File: config.mk
export PLATFORM = sky130hd
export DESIGN_NAME = arcade_input_decoder
export DESIGN_NICKNAME = d
export VERILOG_FILES = /design/src/rtl/arcade_input_decoder.sv
export SDC_FILE = /design/constraint.sdc
export NUM_CORES = 1
export LEC_CHECK = 0
export BUFFER_PORTS_ARGS = -buffer_cell sky130_fd_sc_hd__clkbuf_2
export CAP_MARGIN = 20
export CORE_MARGIN = 4
export CORE_UTILIZATION = 40
export DETAILED_ROUTE_END_ITERATION = 10
export PLACE_DENSITY = 0.63
export SETUP_SLACK_MARGIN = 0.1
export SYNTH_ARGS = -nofsm -noshare
export SYNTH_HDL_FRONTEND = slang
export SYNTH_SLANG_ARGS = --single-unit
File: constraint.sdc
create_clock -name clk_sys -period 6.2 [get_ports clk_sys]
set_clock_uncertainty 0.05 [all_clocks]
set_input_delay 0.93 -clock clk_sys [delete_from_list [all_inputs] [get_ports clk_sys]]
set_output_delay 0.93 -clock clk_sys [all_outputs]
set_load 0.02 [all_outputs]
File: src/rtl/arcade_input_decoder.sv
// Player-input front end: PS/2 held-key decode merged with both pads,
// SOCD cleaning on directions and rate-limited fixed-width coin pulses.
module arcade_input_decoder #(
  parameter logic [15:0] COIN_HOLD    = 16'd1800,
  parameter logic [15:0] COIN_GAP     = 16'd1800,
  parameter bit          SOCD_NEUTRAL = 1'b1
) (
  input  logic        clk_sys,
  input  logic        reset_n,
  input  logic [10:0] ps2_key,
  input  logic [15:0] joystick_0,
  input  logic [15:0] joystick_1,
  input  logic        key_clear,
  output logic        start1,
  output logic        start2,
  output logic        coin1,
  output logic        coin2,
  output logic        service,
  output logic        key_reset,
  output logic        pause,
  output logic        up1,
  output logic        down1,
  output logic        left1,
  output logic        right1,
  output logic        fire1,
  output logic        bomb1,
  output logic        up2,
  output logic        down2,
  output logic        left2,
  output logic        right2,
  output logic        fire2,
  output logic        bomb2
);

  typedef struct packed {
    logic start1, start2, coin1, coin2, rst, service, fire1, bomb1;
    logic up1, down1, left1, right1;
    logic up2, down2, left2, right2;
    logic fire2, bomb2, pause;
  } keys_t;

  typedef enum logic [1:0] {LAST_NONE, LAST_A, LAST_B} last_t;
  typedef enum logic [1:0] {C_IDLE, C_PULSE, C_WAIT_REL, C_GAP} coin_t;

  keys_t      key_q, key_nxt;
  logic       prev_toggle_q, armed_q, evt;
  logic [1:0][3:0] dir_raw, dir_out;
  logic [1:0] coin_out;
  logic       unused_bits;

  assign unused_bits = ^{joystick_0[15:10], joystick_1[15:10]};
  assign evt = armed_q & (ps2_key[10] ^ prev_toggle_q);

  // Toggle history is only trusted from the first clock after reset release.
  always_ff @(posedge clk_sys or negedge reset_n) begin
    if (!reset_n) begin
      prev_toggle_q <= 1'b0;
      armed_q       <= 1'b0;
      key_q         <= '0;
    end else begin
      prev_toggle_q <= ps2_key[10];
      armed_q       <= 1'b1;
      key_q         <= key_nxt;
    end
  end

  always_comb begin
    key_nxt = key_q;
    if (key_clear) begin
      key_nxt = '0;
    end else if (evt) begin
      case (ps2_key[7:0])
        8'h75: key_nxt.up1    = ps2_key[9];
        8'h72: key_nxt.down1  = ps2_key[9];
        8'h6B: key_nxt.left1  = ps2_key[9];
        8'h74: key_nxt.right1 = ps2_key[9];
        8'h16: if (!ps2_key[8]) key_nxt.start1  = ps2_key[9];
        8'h1E: if (!ps2_key[8]) key_nxt.start2  = ps2_key[9];
        8'h2E: if (!ps2_key[8]) key_nxt.coin1   = ps2_key[9];
        8'h36: if (!ps2_key[8]) key_nxt.coin2   = ps2_key[9];
        8'h04: if (!ps2_key[8]) key_nxt.rst     = ps2_key[9];
        8'h46: if (!ps2_key[8]) key_nxt.service = ps2_key[9];
        8'h14: if (!ps2_key[8]) key_nxt.fire1   = ps2_key[9];
        8'h11: if (!ps2_key[8]) key_nxt.bomb1   = ps2_key[9];
        8'h2D: if (!ps2_key[8]) key_nxt.up2     = ps2_key[9];
        8'h23: if (!ps2_key[8]) key_nxt.left2   = ps2_key[9];
        8'h2B: if (!ps2_key[8]) key_nxt.down2   = ps2_key[9];
        8'h34: if (!ps2_key[8]) key_nxt.right2  = ps2_key[9];
        8'h1C: if (!ps2_key[8]) key_nxt.fire2   = ps2_key[9];
        8'h1B: if (!ps2_key[8]) key_nxt.bomb2   = ps2_key[9];
        8'h4D: if (!ps2_key[8]) key_nxt.pause   = ps2_key[9];
        default: ;
      endcase
    end
  end

  // Merge uses the post-event key state so keys share the pads' latency.
  always_ff @(posedge clk_sys or negedge reset_n) begin
    if (!reset_n) begin
      start1    <= 1'b0;
      start2    <= 1'b0;
      pause     <= 1'b0;
      service   <= 1'b0;
      key_reset <= 1'b0;
      fire1     <= 1'b0;
      bomb1     <= 1'b0;
      fire2     <= 1'b0;
      bomb2     <= 1'b0;
    end else begin
      start1    <= joystick_0[6] | joystick_1[7] | key_nxt.start1;
      start2    <= joystick_1[6] | joystick_0[7] | key_nxt.start2;
      pause     <= joystick_0[9] | joystick_1[9] | key_nxt.pause;
      service   <= key_nxt.service;
      key_reset <= key_nxt.rst;
      fire1     <= joystick_0[4] | key_nxt.fire1;
      bomb1     <= joystick_0[5] | key_nxt.bomb1;
      fire2     <= joystick_1[4] | key_nxt.fire2;
      bomb2     <= joystick_1[5] | key_nxt.bomb2;
    end
  end

  assign dir_raw[0] = joystick_0[3:0] | {key_nxt.up1, key_nxt.down1, key_nxt.left1, key_nxt.right1};
  assign dir_raw[1] = joystick_1[3:0] | {key_nxt.up2, key_nxt.down2, key_nxt.left2, key_nxt.right2};

  for (genvar p = 0; p < 2; p++) begin : g_player
    for (genvar ax = 0; ax < 2; ax++) begin : g_axis
      localparam int HI = 3 - 2 * ax;
      localparam int LO = 2 - 2 * ax;
      logic  a_raw, b_raw, a_q, b_q, a_out, b_out;
      last_t last_q, last_nxt;

      assign a_raw = dir_raw[p][HI];
      assign b_raw = dir_raw[p][LO];

      // Rising edges are taken against stage 1 so 'last' lines up with a_q/b_q.
      always_comb begin
        last_nxt = last_q;
        if (a_raw && !a_q && b_raw && !b_q) last_nxt = LAST_NONE;
        else if (a_raw && !a_q)             last_nxt = LAST_A;
        else if (b_raw && !b_q)             last_nxt = LAST_B;
      end

      always_ff @(posedge clk_sys or negedge reset_n) begin
        if (!reset_n) begin
          a_q    <= 1'b0;
          b_q    <= 1'b0;
          last_q <= LAST_NONE;
          a_out  <= 1'b0;
          b_out  <= 1'b0;
        end else begin
          a_q    <= a_raw;
          b_q    <= b_raw;
          last_q <= last_nxt;
          if (!(a_q && b_q)) begin
            a_out <= a_q;
            b_out <= b_q;
          end else if (SOCD_NEUTRAL) begin
            a_out <= 1'b0;
            b_out <= 1'b0;
          end else begin
            a_out <= (last_q == LAST_A);
            b_out <= (last_q == LAST_B);
          end
        end
      end

      assign dir_out[p][HI] = a_out;
      assign dir_out[p][LO] = b_out;
    end
  end

  assign {up1, down1, left1, right1} = dir_out[0];
  assign {up2, down2, left2, right2} = dir_out[1];

  for (genvar c = 0; c < 2; c++) begin : g_coin
    coin_t       state_q, state_nxt;
    logic [15:0] cnt_q, cnt_nxt;
    logic        raw, raw_q;

    assign raw = (c == 0) ? (joystick_0[8] | key_nxt.coin1) : (joystick_1[8] | key_nxt.coin2);

    // raw_q resets high so a coin held through reset needs a fresh press.
    always_ff @(posedge clk_sys or negedge reset_n) begin
      if (!reset_n) begin
        state_q <= C_IDLE;
        cnt_q   <= '0;
        raw_q   <= 1'b1;
      end else begin
        state_q <= state_nxt;
        cnt_q   <= cnt_nxt;
        raw_q   <= raw;
      end
    end

    always_comb begin
      state_nxt = state_q;
      cnt_nxt   = cnt_q;
      case (state_q)
        C_IDLE:
          if (raw && !raw_q) begin
            cnt_nxt   = COIN_HOLD - 16'd1;
            state_nxt = C_PULSE;
          end
        C_PULSE:
          if (cnt_q == '0) state_nxt = C_WAIT_REL;
          else             cnt_nxt   = cnt_q - 16'd1;
        C_WAIT_REL:
          if (!raw) begin
            if (COIN_GAP == '0) begin
              state_nxt = C_IDLE;
            end else begin
              cnt_nxt   = COIN_GAP;
              state_nxt = C_GAP;
            end
          end
        C_GAP: begin
          cnt_nxt = cnt_q - 16'd1;
          if (cnt_q == 16'd1) state_nxt = C_IDLE;
        end
        default: state_nxt = C_IDLE;
      endcase
    end

    assign coin_out[c] = (state_q == C_PULSE);
  end

  assign coin1 = coin_out[0];
  assign coin2 = coin_out[1];

endmodule
==> results of run 1 <==
cells in the mapped netlist (11+ instances only):
cell type	n	area share
clkbuf_1	11	0.0094
nand2b_1	12	0.017
ha_1	14	0.040
nor3_1	22	0.025
dfrtp_1	80	0.46
nor2_1	50	0.043
or2_1	11	0.016
inv_1	16	0.014
o21ai_1	19	0.022
nor2b_1	11	0.016
a21oi_1	17	0.019
a31oi_1	16	0.023
mux2i_1	21	0.048
nand2_1	29	0.025
layout make-up:
| cell class | instances | area [sq um] | area share |
|---|---|---|---|
| sequential | 82 | 2050 | 0.412 |
| inverter | 16 | 60.1 | 0.0120 |
| multi-input combinational | 333 | 2180 | 0.437 |
| clock buffer | 9 | 124 | 0.0248 |
| tap | 136 | 170 | 0.0341 |
| clock inverter | 7 | 100 | 0.0201 |
| timing repair buffer | 54 | 298 | 0.0597 |
flip-flops by register name, indices dropped and copies added, names as in the netlist, 2 cells and up:
register / cells
g_player.g_axis.a_q: 4
g_player.g_axis.b_q: 4
g_coin.state_q: 4
key_q: 17
g_coin.raw_q: 2
g_coin.cnt_q: 32
worst paths after layout:
| kind | startpoint | end | slack, ns |
|---|---|---|---|
| setup / recovery | g_coin[0].cnt_q[0]$_DFFE_PN0P_ | g_coin[0].cnt_q[15]$_DFFE_PN0P_ | 3.12 |
| hold / removal | g_player[1].g_axis[1].a_q$_DFF_PN0_ | right2$_DFF_PN0_ | 0.36 |
| hold reg to reg | g_player[1].g_axis[1].a_q$_DFF_PN0_ | right2$_DFF_PN0_ | 0.36 |
| min in group asynchronous | reset_n | left2$_DFF_PN0_ | 0.44 |
| setup reg to reg | g_coin[0].cnt_q[0]$_DFFE_PN0P_ | g_coin[0].cnt_q[15]$_DFFE_PN0P_ | 3.12 |
| max in group asynchronous | reset_n | g_coin[0].raw_q$_DFF_PN1_ | 5.02 |
metal layers:
layer  routed length, um  vias up  global-route usage
li1                    -     1711                   -
met4                 112        0              0.0529
met1                4710     1713               0.220
met3                 372        9              0.0270
met5                   0        -                   0
met2                4550       81               0.248
metrics by stage:
| step | total power, mW | worst slack, ns | area, sq um |
|---|---|---|---|
| floorplan | 1.35 | 3.40 | 4370 |
| global placement | 1.48 | 2.76 | 4740 |
| detailed placement | 1.51 | 2.73 | 4740 |
| CTS | 1.96 | 3.13 | 4960 |
| global route | 2.11 | 2.88 | 4990 |
| finish | 1.95 | 3.12 | 4990 |
kinds of logic after synthesis:
| kind of cell | after synthesis | synth area share |
|---|---|---|
| AOI/OAI and AO/OA | 97 | 0.155 |
| xor gates and xnor gates | 2 | 0.00401 |
| adders and majority gates | 14 | 0.0401 |
| buffers and inverters | 32 | 0.0315 |
| DFF | 82 | 0.470 |
| muxes | 25 | 0.0584 |
| other | 1 | 0.000858 |
| and+or+nand+nor | 194 | 0.240 |
where the power goes:
part	switching (mW)	leakage [nW]	internal [mW]
Sequential	0.118	1.02	0.629
Combinational	0.465	1.07	0.290
Clock	0.214	0.108	0.230
Total	0.796	2.20	1.15
==> qor.csv, run 1 <==
metric;value;unit
status;completed;
HP Class;reg -> reg;
Syn. warnings;0;
FP Rows;37;
Via density;5.52;
Worst path max stage delay;0.59;ns
num ports;65;
global-route wire length before repair;16.6;mm
post-CTS resize count;0;
Clock Latency Late Sink;0.36;ns
R2R cell count;9;
arrival time at the worst endpoint;3.27;ns
layout cell share with drive strength beyond 1;0.184;
clock sinks;82;
final setup fails;0;
Top delay family on crit path;simple AND/OR/NAND/NOR gates;
Initial Util;0.418;
post-synth design cell area;4370;sq um
Peak VDD IR;0.294;mV
CTS tree;yes;
CTS Buffer Depth;2;
hold slack;0.362;ns
Worst Path Max Fanout;13;
worst path bufs/invs;2;
critical path, cell by cell;inv_1 > ha_1 > nor3b_1 > and3_1 > nand3_1 > o21ai_2 > buf_4 > or2_1 > o21ai_1;
H-tree depth;3;
CP required;6.38;ns
Core ar.;10500;sq um
initial antenna violation count;0;
post-layout min period;3.08;ns
Setup TNS Final;0;ns
Fillers;1030;
Levels on crit path;9;
Final Non-Filler Cells;637;
Async SR Flop Fraction;1.00;
top_reg_cell synth;dfrtp_1;
DIE HEIGHT;113;um
Leak;2.20;nW
post-route ant nets;0;
Crit-path slowest cell;nor3b_1;
crit start category;register;
Post-synth EDFFs;0;
Setup CP Type;reg -> reg;
post-synthesis cell type count;67;
CTS root buffer;clkbuf_8;
post-synthesis sequential area ratio;0.470;
GP Congestion;0.824;
Max Cap Viol;0;
largest net degree at the start of global routing;83;
# diodes;0;
post-synth net total;507;
CTS Buf Count;9;
Avg Cell Area, Syn;9.78;sq um
most frequent cells in the layout;80 x dfrtp_1, 51 x clkbuf_2, 50 x nor2_1;
Synth Instances;447;
Pwr Density;390;nW/um^2
Post-CTS Setup Repair Bufs;0;
GRT Overall Usage;0.158;
# DRC;0;
Final Core Density;0.477;
clock slew at reported path FFs;0.09;ns
hold depth;1;
worst-margin pin slew;0.914;ns
Rel. slew slack;0.385;
chip width;113;um
RSZ-0062 raised after global routing;no;
vias in the first global route;3483;
1st-pass router iterations;5;
CTS Hold Bufs;0;
DP Cell Count;620;
dpl hpwl;6.85;mm
die area;12700;sq um
IO buf count;52;
Synth-to-Final Area Change;14.0;%
crit share post-route;0.497;
DR iter-0 viols;259;
Final Hold Vio Count;0;
Max Transition Viols Final;0;
final wirelength;9.75;mm
Worst setup EP type;register;
grt total ovfl;0;
routed vias;3514;
most common cell after layout, fill and taps aside;dfrtp_1;
FMAX;0.324;GHz
wire length per cell;15.3;um
Final nets;556;
Synth Register Bits;82;
(Power assumes the default switching activity.)
==> inputs of run 2 (changes only) <==
- ABC_AREA: default -> 1
- clock period: 6.2 -> 3 ns (I/O delays scaled with it)
==> qor.csv, run 2 <==
metric;value;unit
Initial Util;0.411;
# diodes;0;
RSZ-0062 raised after global routing;no;
Avg Cell Area, Syn;7.56;sq um
clock sinks;82;
GP Congestion;0.924;
Async SR Flop Fraction;1.00;
initial antenna violation count;0;
Synth Instances;624;
FP Rows;39;
die area;13600;sq um
# DRC;0;
post-layout min period;2.09;ns
Core ar.;11500;sq um
grt total ovfl;0;
Sw Ratio;0.414;
post-route ant nets;0;
Clock Latency Late Sink;0.34;ns
max FFs per register;32;
status;completed;
area leader, netlist;dfrtp_1;
crit start category;register;
final setup fails;0;
most frequent cell after synthesis;nand2_1;
routed vias;4006;
post-synth net total;684;
DIE HEIGHT;117;um
Pwr Density;811;nW/um^2
CTS tree;yes;
P_sw;1.82;mW
Post-synth top cells;161 x nand2_1, 90 x nor2_1, 80 x dfrtp_1, 75 x inv_1, 51 x nand3_1;
post-synthesis sequential area ratio;0.435;
CTS Buffer Depth;2;
Final Hold Vio Count;0;
Worst setup EP type;register;
wire length per cell;12.4;um
CP required;3.18;ns
DR iter-0 viols;210;
Seq pwr share;0.344;
layout cell share with drive strength beyond 1;0.168;
Peak VDD IR;0.538;mV
Post-synth EDFFs;0;
Leak;2.84;nW
most common cell after layout, fill and taps aside;nand2_1;
Max Transition Viols Final;0;
Setup TNS Final;0;ns
vias in the first global route;3962;
HP Class;in -> reg;
arrival time at the worst endpoint;2.27;ns
FMAX;0.479;GHz
Via density;4.83;
post-CTS resize count;0;
share of the synthesized area in the top cell type;0.424;
top_reg_cell synth;dfrtp_1;
1st-pass router iterations;4;
Syn. warnings;0;
crit share post-route;0.695;
Setup CP Type;reg -> reg;
Critical Path Most Common Cell;nand2_1;
Pwr Total;4.40;mW
Max Cap Viol;0;
IO buf count;52;
Worst Path Max Fanout;16;
global-route wire length before repair;17.8;mm
Comb power frac;0.406;
Final nets;742;
largest net degree at the start of global routing;83;
biggest regs;g_coin.cnt_q: 32 flops, key_q: 17 flops;
chip width;117;um
Worst path max stage delay;0.37;ns
Synth area leaders;dfrtp_1 42%, nand2_1 13%, nor2_1 7.2%;
clock slew at reported path FFs;0.06;ns
CTS root buffer;clkbuf_16;
Synth Register Bits;82;
final wirelength;10.2;mm
post-synth design cell area;4720;sq um
CTS Buf Count;9;
dpl hpwl;7.45;mm
clock power share;0.250;
num ports;65;
Post-CTS Setup Repair Bufs;0;
Internal;2.58;mW
register with the most flip-flops;g_coin.cnt_q;
critical path, cell by cell;nand2_1 > nand2_1 > nor3_4 > nand2_1 > nand2_1 > nand3_2 > nand2_4 > nand2_2 > nand2_2 > nand2_4 > nand2_1 > nand2_1;
Crit-path slowest cell;dfrtp_1;
post-synthesis cell type count;40;
Synth-to-Final Area Change;15.1;%
H-tree depth;3;
GRT Overall Usage;0.163;
most frequent cells in the layout;161 x nand2_1, 90 x nor2_1, 80 x dfrtp_1;
-- run 2: layout make-up --
type / instances / area [sq um]
clock buffer: 10 / 229
clock inverter: 5 / 65.1
fill: 1147 / 6040
inverter: 77 / 289
multi-input combinational: 453 / 2270
sequential: 82 / 2050
tap: 143 / 179
timing repair buffer: 59 / 338
-- run 2: stage by stage --
step | hold WS (ns) | utilization | worst slack, ns | cell area (sq um) | std cells
2_1_floorplan | 0.104 | - | 1.20 | 4720 | 624
3_3_place_gp | 0.353 | 0.445 | 0.781 | 5100 | 812
3_5_place_dp | 0.359 | 0.445 | 0.714 | 5100 | 812
4_1_cts | 0.182 | 0.470 | 0.897 | 5390 | 827
5_1_grt | 0.187 | 0.473 | 0.638 | 5430 | 829
6_report | 0.194 | 0.473 | 0.914 | 5430 | 829
-- run 2: worst paths after layout --
check | slack (ns) | start | depth (start not counted) | to
setup reg to reg | 0.91 | prev_toggle_q$_DFF_PN0_ | 12 | g_coin[1].cnt_q[13]$_DFFE_PN0P_
setup / recovery | 0.91 | prev_toggle_q$_DFF_PN0_ | 12 | g_coin[1].cnt_q[13]$_DFFE_PN0P_
hold / removal | 0.19 | ps2_key[10] | 1 | prev_toggle_q$_DFF_PN0_
hold reg to reg | 0.36 | g_player[0].g_axis[1].b_q$_DFF_PN0_ | 1 | left1$_DFF_PN0_
max in group asynchronous | 1.75 | reset_n | 3 | g_coin[1].raw_q$_DFF_PN1_
min in group asynchronous | 0.50 | reset_n | 2 | start1$_DFF_PN0_
-- run 2: cells by family (layout without fill, tap and decap cells) --
family	count (synthesis)	count (layout)	share of synthesized area
XOR/XNOR	14	14	0.0260
buffers and inverters	89	151	0.0825
flip-flops	82	82	0.435
adder cells (fa/ha/maj)	14	14	0.0371
other	1	1	0.000795
AND/OR/NAND/NOR	376	376	0.357
AO/OA/AOI/OAI	48	48	0.0610
-- run 2: critical path, delay by kind of cell, from the launching register on --
family | cells | cell delay, ns
simple gates | 12 | 1.55
flops | 1 | 0.37
-- run 2: repair_timing --
action	4_1_cts	5_1_grt
endpoints found under the hold margin	0	23
hold buffers	0	1
setup endpoints to repair	0	0
-- run 2: routing by layer --
metal,vias up,track usage,wire length (um)
met5,-,0,0
met4,0,0.0550,143
met3,12,0.0363,340
met2,67,0.275,4870
met1,1839,0.207,4890
li1,2088,-,-
-- run 2: power by group through the flow --
stage / combinational (mW) / sequential (mW) / clock [mW]
4_1_cts: 1.80 / 1.51 / 1.14
3_3_place_gp: 1.74 / 1.52 / 0
5_1_grt: 2.07 / 1.54 / 1.19
2_1_floorplan: 1.46 / 1.49 / 0
6_report: 1.79 / 1.52 / 1.10
3_5_place_dp: 1.79 / 1.53 / 0
==> inputs of run 3 (changes only) <==
- clock period: 3 -> 1.95 ns (I/O delays scaled with it)
==> qor.csv, run 3 (synthesis results as in run 2) <==
metric;value;unit
clock sinks;82;
grt total ovfl;0;
Peak VDD IR;0.961;mV
Via density;4.90;
FMAX;0.552;GHz
Pwr Total;7.58;mW
Max Cap Viol;0;
H-tree depth;3;
initial antenna violation count;0;
dpl hpwl;7.89;mm
1st-pass router iterations;5;
crit start category;register;
most frequent cells in the layout;150 x nand2_1, 84 x nor2_1, 78 x dfrtp_1;
critical path, cell by cell;inv_2 > ha_2 > nand3b_1 > nor2_2 > buf_4 > nor2_1 > o21ai_0 > nand2_1 > nand3_2 > nand2_1;
final setup fails;0;
most common cell after layout, fill and taps aside;nand2_1;
Final nets;769;
DIE HEIGHT;117;um
FP Rows;39;
arrival time at the worst endpoint;1.99;ns
worst path bufs/invs;2;
crit path from;g_coin[1].cnt_q[1]$_DFFE_PN0P_;
CTS root buffer;clkbuf_16;
Clock Latency Late Sink;0.34;ns
CTS Buf Count;9;
Initial Util;0.411;
die area;13600;sq um
Top delay family on crit path;simple AND/OR/NAND/NOR gates;
Max Transition Viols Final;0;
Leak;3.02;nW
layout cell share with drive strength beyond 1;0.272;
P_sw;3.19;mW
Core ar.;11500;sq um
global-route wire length before repair;18.4;mm
GRT Overall Usage;0.167;
CP required;2.13;ns
RSZ-0062 raised after global routing;yes;
DR iter-0 viols;233;
Seq pwr share;0.309;
CTS tree;yes;
# DRC;0;
status;completed;
worst min-delay path startpoint;ps2_key[10];
final wirelength;11.1;mm
Sw Ratio;0.421;
vias in the first global route;3987;
post-route ant nets;0;
chip width;117;um
Final Core Density;0.516;
clock power share;0.230;
routed vias;4198;
clock slew at reported path FFs;0.07;ns
Critical Path Most Common Cell;nand2_1;
Worst setup EP type;register;
reg-to-reg startpoint;g_coin[1].cnt_q[1]$_DFFE_PN0P_;
biggest regs;g_coin.cnt_q: 32 flops, key_q: 17 flops;
wire length per cell;12.9;um
Crit-path slowest cell;dfrtp_1;
register with the most flip-flops;g_coin.cnt_q;
Worst Path Max Fanout;5;
HP Class;in -> reg;
Synth-to-Final Area Change;25.4;%
crit share post-route;0.928;
Internal;4.38;mW
post-layout min period;1.81;ns
GP Congestion;0.894;
Setup CP Type;reg -> reg;
CTS Buffer Depth;2;
largest net degree at the start of global routing;39;
Worst path max stage delay;0.41;ns
num ports;65;
Setup TNS Final;0;ns
IO buf count;52;
# diodes;0;
Final Hold Vio Count;0;
Pwr Density;1280;nW/um^2
Comb power frac;0.461;
max FFs per register;32;
run 3: cell count changes in the layout (fill, tap and decap cells not counted), moves of 5 or more:
| cell | change |
|---|---|
| nor2_1 | -6 |
| nand3_2 | +11 |
| nor3_2 | +8 |
| buf_4 | +19 |
| nand3_1 | -12 |
| nand2_1 | -11 |
| nand2_2 | +8 |
| nor2_2 | +5 |
| nor3_1 | -8 |
run 3: power groups by stage:
stage | logic [mW] | clock network, mW | registers (mW)
5_1_grt | 3.93 | 1.87 | 2.39
6_report | 3.49 | 1.75 | 2.34
3_5_place_dp | 2.98 | 0 | 2.33
2_1_floorplan | 2.25 | 0 | 2.29
4_1_cts | 3.00 | 1.81 | 2.30
3_3_place_gp | 2.91 | 0 | 2.32
run 3: path summary, 6_finish.rpt:
path	to	slack, ns	cells after the start
setup / recovery	g_coin[1].cnt_q[8]$_DFFE_PN0P_	0.14	10
hold / removal	prev_toggle_q$_DFF_PN0_	0.05	1
setup reg to reg	g_coin[1].cnt_q[8]$_DFFE_PN0P_	0.14	10
hold reg to reg	up1$_DFF_PN0_	0.37	1
max in group asynchronous	g_coin[0].raw_q$_DFF_PN1_	0.82	3
min in group asynchronous	down1$_DFF_PN0_	0.42	2
run 3: cell type report:
class	count	area, sq um
Clock buffer	10	239
Clock inverter	6	71.3
Fill cell	1059	5550
Inverter	77	293
Multi-Input combinational cell	454	2510
Sequential cell	82	2060
Tap cell	143	179
Timing Repair Buffer	85	572
run 3: timing repair:
action | CTS | global route
resized for setup | 1 | 69
setup endpoints to repair | 2 | 44
pin swaps | 0 | 14
buffers inserted | 0 | 4
hold endpoints to repair | 35 | 0
hold buffers | 1 | 0
cloned | 0 | 2
run 3: worst reg2reg max path, cell delays in order, from the launching register on:
cell,delay (ns)
dfrtp_1,0.41
inv_2,0.09
ha_2,0.18
nand3b_1,0.21
nor2_2,0.24
buf_4,0.14
nor2_1,0.03
o21ai_0,0.15
nand2_1,0.08
nand3_2,0.07
nand2_1,0.05
run 3: per-stage QoR:
step / hold slack [ns] / instances / setup WS [ns] / cell area, sq um
floorplan: -0.0531 / 624 / 0.211 / 4720
global placement: 0.235 / 834 / 0.0441 / 5280
detailed placement: 0.249 / 834 / 0.00270 / 5280
CTS: 0.0396 / 851 / 0.111 / 5600
global route: 0.0577 / 857 / 0.0165 / 5920
finish: 0.0505 / 857 / 0.140 / 5920
run 3: per-layer routing:
metal | GRT usage | vias to the layer above | wire, um
met1 | 0.230 | 1963 | 5200
met5 | 0 | - | 0
met3 | 0.0347 | 12 | 396
li1 | - | 2145 | -
met4 | 0.0367 | 0 | 104
met2 | 0.273 | 78 | 5360
